File: config.mk
export PLATFORM = sky130hd
export DESIGN_NAME = gemm_operand_stager
export DESIGN_NICKNAME = d
export VERILOG_FILES = /design/src/rtl/gemm_operand_stager.sv
export SDC_FILE = /design/constraint.sdc
export NUM_CORES = 1
export LEC_CHECK = 0
export ABC_CLOCK_PERIOD_IN_PS = 2300
export CAP_MARGIN = 0
export CORE_ASPECT_RATIO = 0.8
export CORE_MARGIN = 1
export CORE_UTILIZATION = 51
export CTS_BUF_LIST = sky130_fd_sc_hd__clkbuf_8
export DETAILED_ROUTE_END_ITERATION = 12
export PLACE_DENSITY = 0.72
export SYNTH_ARGS = -nofsm -noshare
export SYNTH_HDL_FRONTEND = slang
export SYNTH_SLANG_ARGS = --single-unit
export TNS_END_PERCENT = 10
File: constraint.sdc
create_clock -name CLK -period 2.3 [get_ports CLK]
set_input_delay 0.46 -clock CLK [delete_from_list [all_inputs] [get_ports CLK]]
set_output_delay 0.46 -clock CLK [all_outputs]
set_load 0.005 [all_outputs]
File: src/rtl/gemm_operand_stager.sv
// Stages one 4x4 GEMM operand set (input, weight, psum rows) from the gemmFIFO and streams it to the array.
// Optional macro GEMM_ORDER_CHECK_EN adds a sticky order_err flag for type-0 or duplicate rows.
module gemm_operand_stager #(
    parameter int BITS_PER_ROW = 64,
    parameter int ROWS         = 4,
    parameter int MAT_T_W      = 2
) (
    input  logic                                         CLK,
    input  logic                                         nRST,
    input  logic                                         gemmFIFO_empty,
    input  logic [MAT_T_W+2+$clog2(ROWS)+BITS_PER_ROW-1:0] gemmFIFO_rdata,
    output logic                                         gemmFIFO_REN,
    input  logic                                         array_ready,
    output logic                                         w_valid,
    output logic [$clog2(ROWS)-1:0]                      w_row,
    output logic [BITS_PER_ROW-1:0]                      w_data,
    output logic                                         x_valid,
    output logic [$clog2(ROWS)-1:0]                      x_row,
    output logic [BITS_PER_ROW-1:0]                      x_data,
    output logic [BITS_PER_ROW-1:0]                      ps_data,
    output logic [1:0]                                   res_mat_s,
    output logic                                         gemm_issued,
    output logic                                         busy
`ifdef GEMM_ORDER_CHECK_EN
    ,
    output logic                                         order_err
`endif
);

    // state   | meaning
    // COLLECT | popping rows into the local buffers until all 12 are valid
    // WLOAD   | streaming weight rows 0..3
    // STREAM  | streaming input rows 0..3 alongside psum rows 0..3
    // DONE    | one-cycle issue pulse, valid bits cleared
    typedef enum logic [1:0] {
        COLLECT = 2'd0,
        WLOAD   = 2'd1,
        STREAM  = 2'd2,
        DONE    = 2'd3
    } state_t;

    localparam int ROW_W = $clog2(ROWS);
    localparam int DW    = BITS_PER_ROW;

    state_t             state_q, state_d;
    logic [ROW_W-1:0]   cnt_q, cnt_d;
    logic [DW-1:0]      x_buf_q  [ROWS];
    logic [DW-1:0]      x_buf_d  [ROWS];
    logic [DW-1:0]      w_buf_q  [ROWS];
    logic [DW-1:0]      w_buf_d  [ROWS];
    logic [DW-1:0]      ps_buf_q [ROWS];
    logic [DW-1:0]      ps_buf_d [ROWS];
    logic [ROWS-1:0]    x_vld_q, x_vld_d;
    logic [ROWS-1:0]    w_vld_q, w_vld_d;
    logic [ROWS-1:0]    ps_vld_q, ps_vld_d;
    logic [1:0]         res_mat_s_q, res_mat_s_d;
    logic               run_q, run_d;

    logic [DW-1:0]      pop_data;
    logic [ROW_W-1:0]   pop_row;
    logic [1:0]         pop_ms;
    logic [MAT_T_W-1:0] pop_t;
    logic               all_valid;
    logic               pop;

    assign pop_data  = gemmFIFO_rdata[DW-1:0];
    assign pop_row   = gemmFIFO_rdata[DW +: ROW_W];
    assign pop_ms    = gemmFIFO_rdata[DW+ROW_W +: 2];
    assign pop_t     = gemmFIFO_rdata[DW+ROW_W+2 +: MAT_T_W];
    assign all_valid = &{x_vld_q, w_vld_q, ps_vld_q};

    // run_q keeps REN low while reset is held and for the first edge after release
    assign pop = run_q && (state_q == COLLECT) && !gemmFIFO_empty && !all_valid;

    always_comb begin
        state_d     = state_q;
        cnt_d       = cnt_q;
        x_buf_d     = x_buf_q;
        w_buf_d     = w_buf_q;
        ps_buf_d    = ps_buf_q;
        x_vld_d     = x_vld_q;
        w_vld_d     = w_vld_q;
        ps_vld_d    = ps_vld_q;
        res_mat_s_d = res_mat_s_q;
        run_d       = 1'b1;

        case (state_q)
            COLLECT: begin
                if (pop) begin
                    if (pop_t == MAT_T_W'(1)) begin
                        x_buf_d[pop_row] = pop_data;
                        x_vld_d[pop_row] = 1'b1;
                    end else if (pop_t == MAT_T_W'(2)) begin
                        w_buf_d[pop_row] = pop_data;
                        w_vld_d[pop_row] = 1'b1;
                    end else if (pop_t == MAT_T_W'(3)) begin
                        ps_buf_d[pop_row] = pop_data;
                        ps_vld_d[pop_row] = 1'b1;
                        res_mat_s_d       = pop_ms;
                    end
                end
                // Completing pop moves straight to WLOAD so the first weight beat follows it by one cycle
                if (&{x_vld_d, w_vld_d, ps_vld_d}) begin
                    state_d = WLOAD;
                    cnt_d   = '0;
                end
            end
            WLOAD: begin
                if (array_ready) begin
                    cnt_d = cnt_q + 1'b1;
                    if (cnt_q == ROW_W'(ROWS-1)) begin
                        state_d = STREAM;
                        cnt_d   = '0;
                    end
                end
            end
            STREAM: begin
                if (array_ready) begin
                    cnt_d = cnt_q + 1'b1;
                    if (cnt_q == ROW_W'(ROWS-1)) begin
                        state_d = DONE;
                        cnt_d   = '0;
                    end
                end
            end
            DONE: begin
                x_vld_d  = '0;
                w_vld_d  = '0;
                ps_vld_d = '0;
                cnt_d    = '0;
                state_d  = COLLECT;
            end
            default: begin
                state_d = COLLECT;
                cnt_d   = '0;
            end
        endcase
    end

    always_ff @(posedge CLK or negedge nRST) begin
        if (!nRST) begin
            state_q     <= COLLECT;
            cnt_q       <= '0;
            x_buf_q     <= '{default: '0};
            w_buf_q     <= '{default: '0};
            ps_buf_q    <= '{default: '0};
            x_vld_q     <= '0;
            w_vld_q     <= '0;
            ps_vld_q    <= '0;
            res_mat_s_q <= '0;
            run_q       <= 1'b0;
        end else begin
            state_q     <= state_d;
            cnt_q       <= cnt_d;
            x_buf_q     <= x_buf_d;
            w_buf_q     <= w_buf_d;
            ps_buf_q    <= ps_buf_d;
            x_vld_q     <= x_vld_d;
            w_vld_q     <= w_vld_d;
            ps_vld_q    <= ps_vld_d;
            res_mat_s_q <= res_mat_s_d;
            run_q       <= run_d;
        end
    end

`ifdef GEMM_ORDER_CHECK_EN
    logic order_err_q, order_err_d;
    logic dup_row;

    always_comb begin
        dup_row = 1'b0;
        if (pop_t == MAT_T_W'(1)) begin
            dup_row = x_vld_q[pop_row];
        end else if (pop_t == MAT_T_W'(2)) begin
            dup_row = w_vld_q[pop_row];
        end else if (pop_t == MAT_T_W'(3)) begin
            dup_row = ps_vld_q[pop_row];
        end
        order_err_d = order_err_q;
        if (pop && ((pop_t == '0) || dup_row)) begin
            order_err_d = 1'b1;
        end
    end

    always_ff @(posedge CLK or negedge nRST) begin
        if (!nRST) begin
            order_err_q <= 1'b0;
        end else begin
            order_err_q <= order_err_d;
        end
    end

    assign order_err = order_err_q;
`endif

    // Valids and data are decoded from registered state only; array_ready never reaches them combinationally
    always_comb begin
        gemmFIFO_REN = pop;
        w_valid      = (state_q == WLOAD);
        x_valid      = (state_q == STREAM);
        w_row        = w_valid ? cnt_q : '0;
        x_row        = x_valid ? cnt_q : '0;
        w_data       = w_valid ? w_buf_q[cnt_q] : '0;
        x_data       = x_valid ? x_buf_q[cnt_q] : '0;
        ps_data      = x_valid ? ps_buf_q[cnt_q] : '0;
        res_mat_s    = res_mat_s_q;
        gemm_issued  = (state_q == DONE);
        busy         = (state_q != COLLECT);
    end

endmodule
==> reports/metrics.csv <==
metric;value;unit
critical-path-slowest-cell;dfrtp_4;
cts.clk_slew.worst_paths;0.07;ns
fp.coreArea;69200;µm²
drive_above_1_share;52.4;%
switchingPower;0.0114;W
synth_area_leader_cell;dfrtp_1;
clock_latency;0.73;ns
pre_cts_slack;-0.592;ns
status;complete, but fails checks;
synth-edff-count;0;
root_buffer;clkbuf_8;
io-pin-count;277;
cts_tree;done;
synth-main-ff-cell;dfrtp_1;
cp-start-kind;flip-flop;
max-vdd-ir-drop;592;µV
drc;0;
first_iter_violations;1244;
seqPwrFrac;43.2;%
synth-compound-area-share;0.527;%
multi_input_area;15300;µm²
end_kind;output pin;
synthAdderAreaFrac;0.314;%
crit_family;buffers and inverters;
cap_violations;0;
cts_htree_levels;3;
synth_top_family_by_area;multiplexers;
worstMarginPinSlew;0.600;ns
fill_cells;4949;
violations;setup timing;
wl;90300;µm
grtUsageTotal;25.8;%
portBuffers;276;
gr-total-overflow;0;
fin_tns_setup;-232.63;ns
dp_hpwl;57700;µm
finalCriticalPeriod;3.27;ns
hold_class;input pin to asynchronous set/reset pin;
clockBufferDepth;3;
core.rowCount;86;
nNetsFinal;2724;
synth.area.mux_share;37.0;%
yosys.area_share.simple;4.40;%
synth_nets;2345;
p_leak;20.9;nW
fin_ws;-0.973;ns
ant_nets;0;
power_density;928;nW/µm²
yosys_warnings;0;
cts.sinks;787;
async_flop_share;100;%
fin_worst_skew;0.0197;ns
syn_inst;2262;
yosys_register_bits;787;
synth_top_cell_area_share;55.0;%
rsz0062_at_grt;true;
dieWidth;298;µm
required;1.84;ns
grt_pass1_vias;22751;
cp_cell_sequence;buf_4 -> buf_12 -> mux4_2 -> and2_1 -> clkdlybuf4s50_1;
synth_area_leaders;dfrtp_1 (55%), mux2_2 (22%), mux4_2 (12%);
slew_headroom;60.0;%
vias;21158;
arrival;2.81;ns
grt_max_degree;111;
cts_buffers;121;
post_dp_cell_area;41100;µm²
vias_per_cell;5.78;
switching_share;27.9;%
drtPass1Iterations;6;
seqCellArea;19700;µm²
finalWeightedCongestion;0.822;
path_class;flip-flop to output pin;
slew_violations;0;
antenna_found_initial;7;
hold_viol_final;0;
max_stage_delay;0.51;ns
cp.buffers_inverters;3;
start_util;51.8;%
p_int;0.0295;W
fmax;306;MHz
wl_per_cell;24.7;µm
combPwrFrac;27.6;%
final_area;44000;µm²
crit_fanout;8;
die_area;71300;µm²
grt_pass1_wl;140000;µm
die_h;239;µm
power;0.0409;W
setup_viol;851;
finalCritPeriodShare;142;%
syn_avg_cell_area;15.8;µm²
synthXorXnorAreaFrac;0;%
clockPowerShare;29.2;%
seq_area_frac_synth;55.0;%
syn_to_final_growth;22.9;%
ys_types;41;
synth.cell_area;35800;µm²
holdWs;0.209;ns
==> cell usage in the layout, fill, tap and decap left out, drive strengths merged, types with 2 or more instances in the layout <==
cell	Yosys	final
mux2	771	771
and3	2	2
a31oi	2	2
nand4	5	5
clkdlybuf4s50	0	214
dfrtp	787	787
dlymetal6s2s	0	2
nor2b	4	4
nor2	18	18
o21a	12	12
nor3	8	8
clkbuf	108	172
clkdlybuf4s15	0	27
a41oi	2	2
dlygate4sd2	0	5
bufinv	0	5
nand2	11	11
nand3b	2	2
nand2b	3	3
and2	197	197
clkinv	0	18
nand3	5	5
diode	0	2
mux4	192	192
buf	101	197
inv	8	49
a22o	3	3
ha	9	9
==> final cells by class <==
class                      instances  share of cell area (%)
antenna                            2                  0.0114
inverter                           8                  0.0682
clock buffer                     153                    4.78
clock inverter                    64                   0.895
multi-input combinational       1258                    34.9
timing repair buffer             465                    12.0
sequential                       787                    44.7
tap                              924                    2.63
==> Yosys cell counts, types with 5 or more instances <==
master	n
buf_6	8
nand2_1	8
nor2_1	14
mux4_2	192
and2_1	197
mux2_4	60
nand3_1	5
mux2_2	711
ha_1	9
buf_1	25
buf_4	18
nand4_1	5
buf_2	50
o21a_1	12
clkbuf_1	108
dfrtp_1	787
inv_1	8
nor3_1	8
==> cell families after synthesis <==
family          Yosys count
mux                     964
flops                   787
simple gates            259
buf+inv                 217
compound gates           25
fa+ha+maj                 9
other cells               1
==> routing by layer <==
metal	vias to the layer above	wire, µm	GRT usage (%)
met5	-	55	0
met4	8	1900	6.57
met3	146	4080	4.43
met2	499	43300	40.8
met1	11546	40900	37.2
li1	8959	-	-
==> worst paths after layout <==
path / from / end / slack, ns / cells past startpoint
worst max-delay path: cnt_q[0] / x_data[22] / -0.97 / 5
worst min-delay path: nRST / ps_buf_q[148] / 0.21 / 2
worst max register to register: x_vld_q[1] / ps_buf_q[215] / -0.27 / 8
worst min register to register: ps_buf_q[71] / ps_buf_q[71] / 0.50 / 1
max in group asynchronous: nRST / w_buf_q[118] / 1.12 / 4
min in group CLK: gemmFIFO_rdata[67] / res_mat_s[1] / 0.35 / 2
==> through the flow <==
| step | util [%] | std cells |
|---|---|---|
| 2_1_floorplan | - | 2262 |
| 3_3_place_gp | 59.4 | 3417 |
| 3_5_place_dp | 59.4 | 3417 |
| 4_1_cts | 63.4 | 3644 |
| 5_1_grt | 63.6 | 3661 |
| 6_report | 63.6 | 3661 |
==> registers in the layout (all words and copies together) (netlist names) <==
| signal | flops |
|---|---|
| run_q | 1 |
| ps_buf_q | 256 |
| state_q | 2 |
| x_buf_q | 256 |
| w_vld_q | 4 |
| res_mat_s | 2 |
| w_buf_q | 256 |
| x_vld_q | 4 |
| cnt_q | 2 |
| ps_vld_q | 4 |
==> power by group through the flow <==
stage          clock network (W)  logic [W]  registers (W)
3_3_place_gp                   0     0.0106         0.0176
4_1_cts                   0.0122     0.0111         0.0176
3_5_place_dp                   0     0.0108         0.0179
5_1_grt                   0.0128     0.0120         0.0179
2_1_floorplan                  0    0.00645         0.0174
6_report                  0.0119     0.0113         0.0177
==> repair_timing <==
action,4_1_cts,5_1_grt
hold buffers,1,0
cloned,2,3
setup endpoints to repair,832,970
resized for setup,157,56
setup buffers,7,12
pin swaps,4,0
hold endpoints to repair,116,0
(Power assumes the default switching activity.)
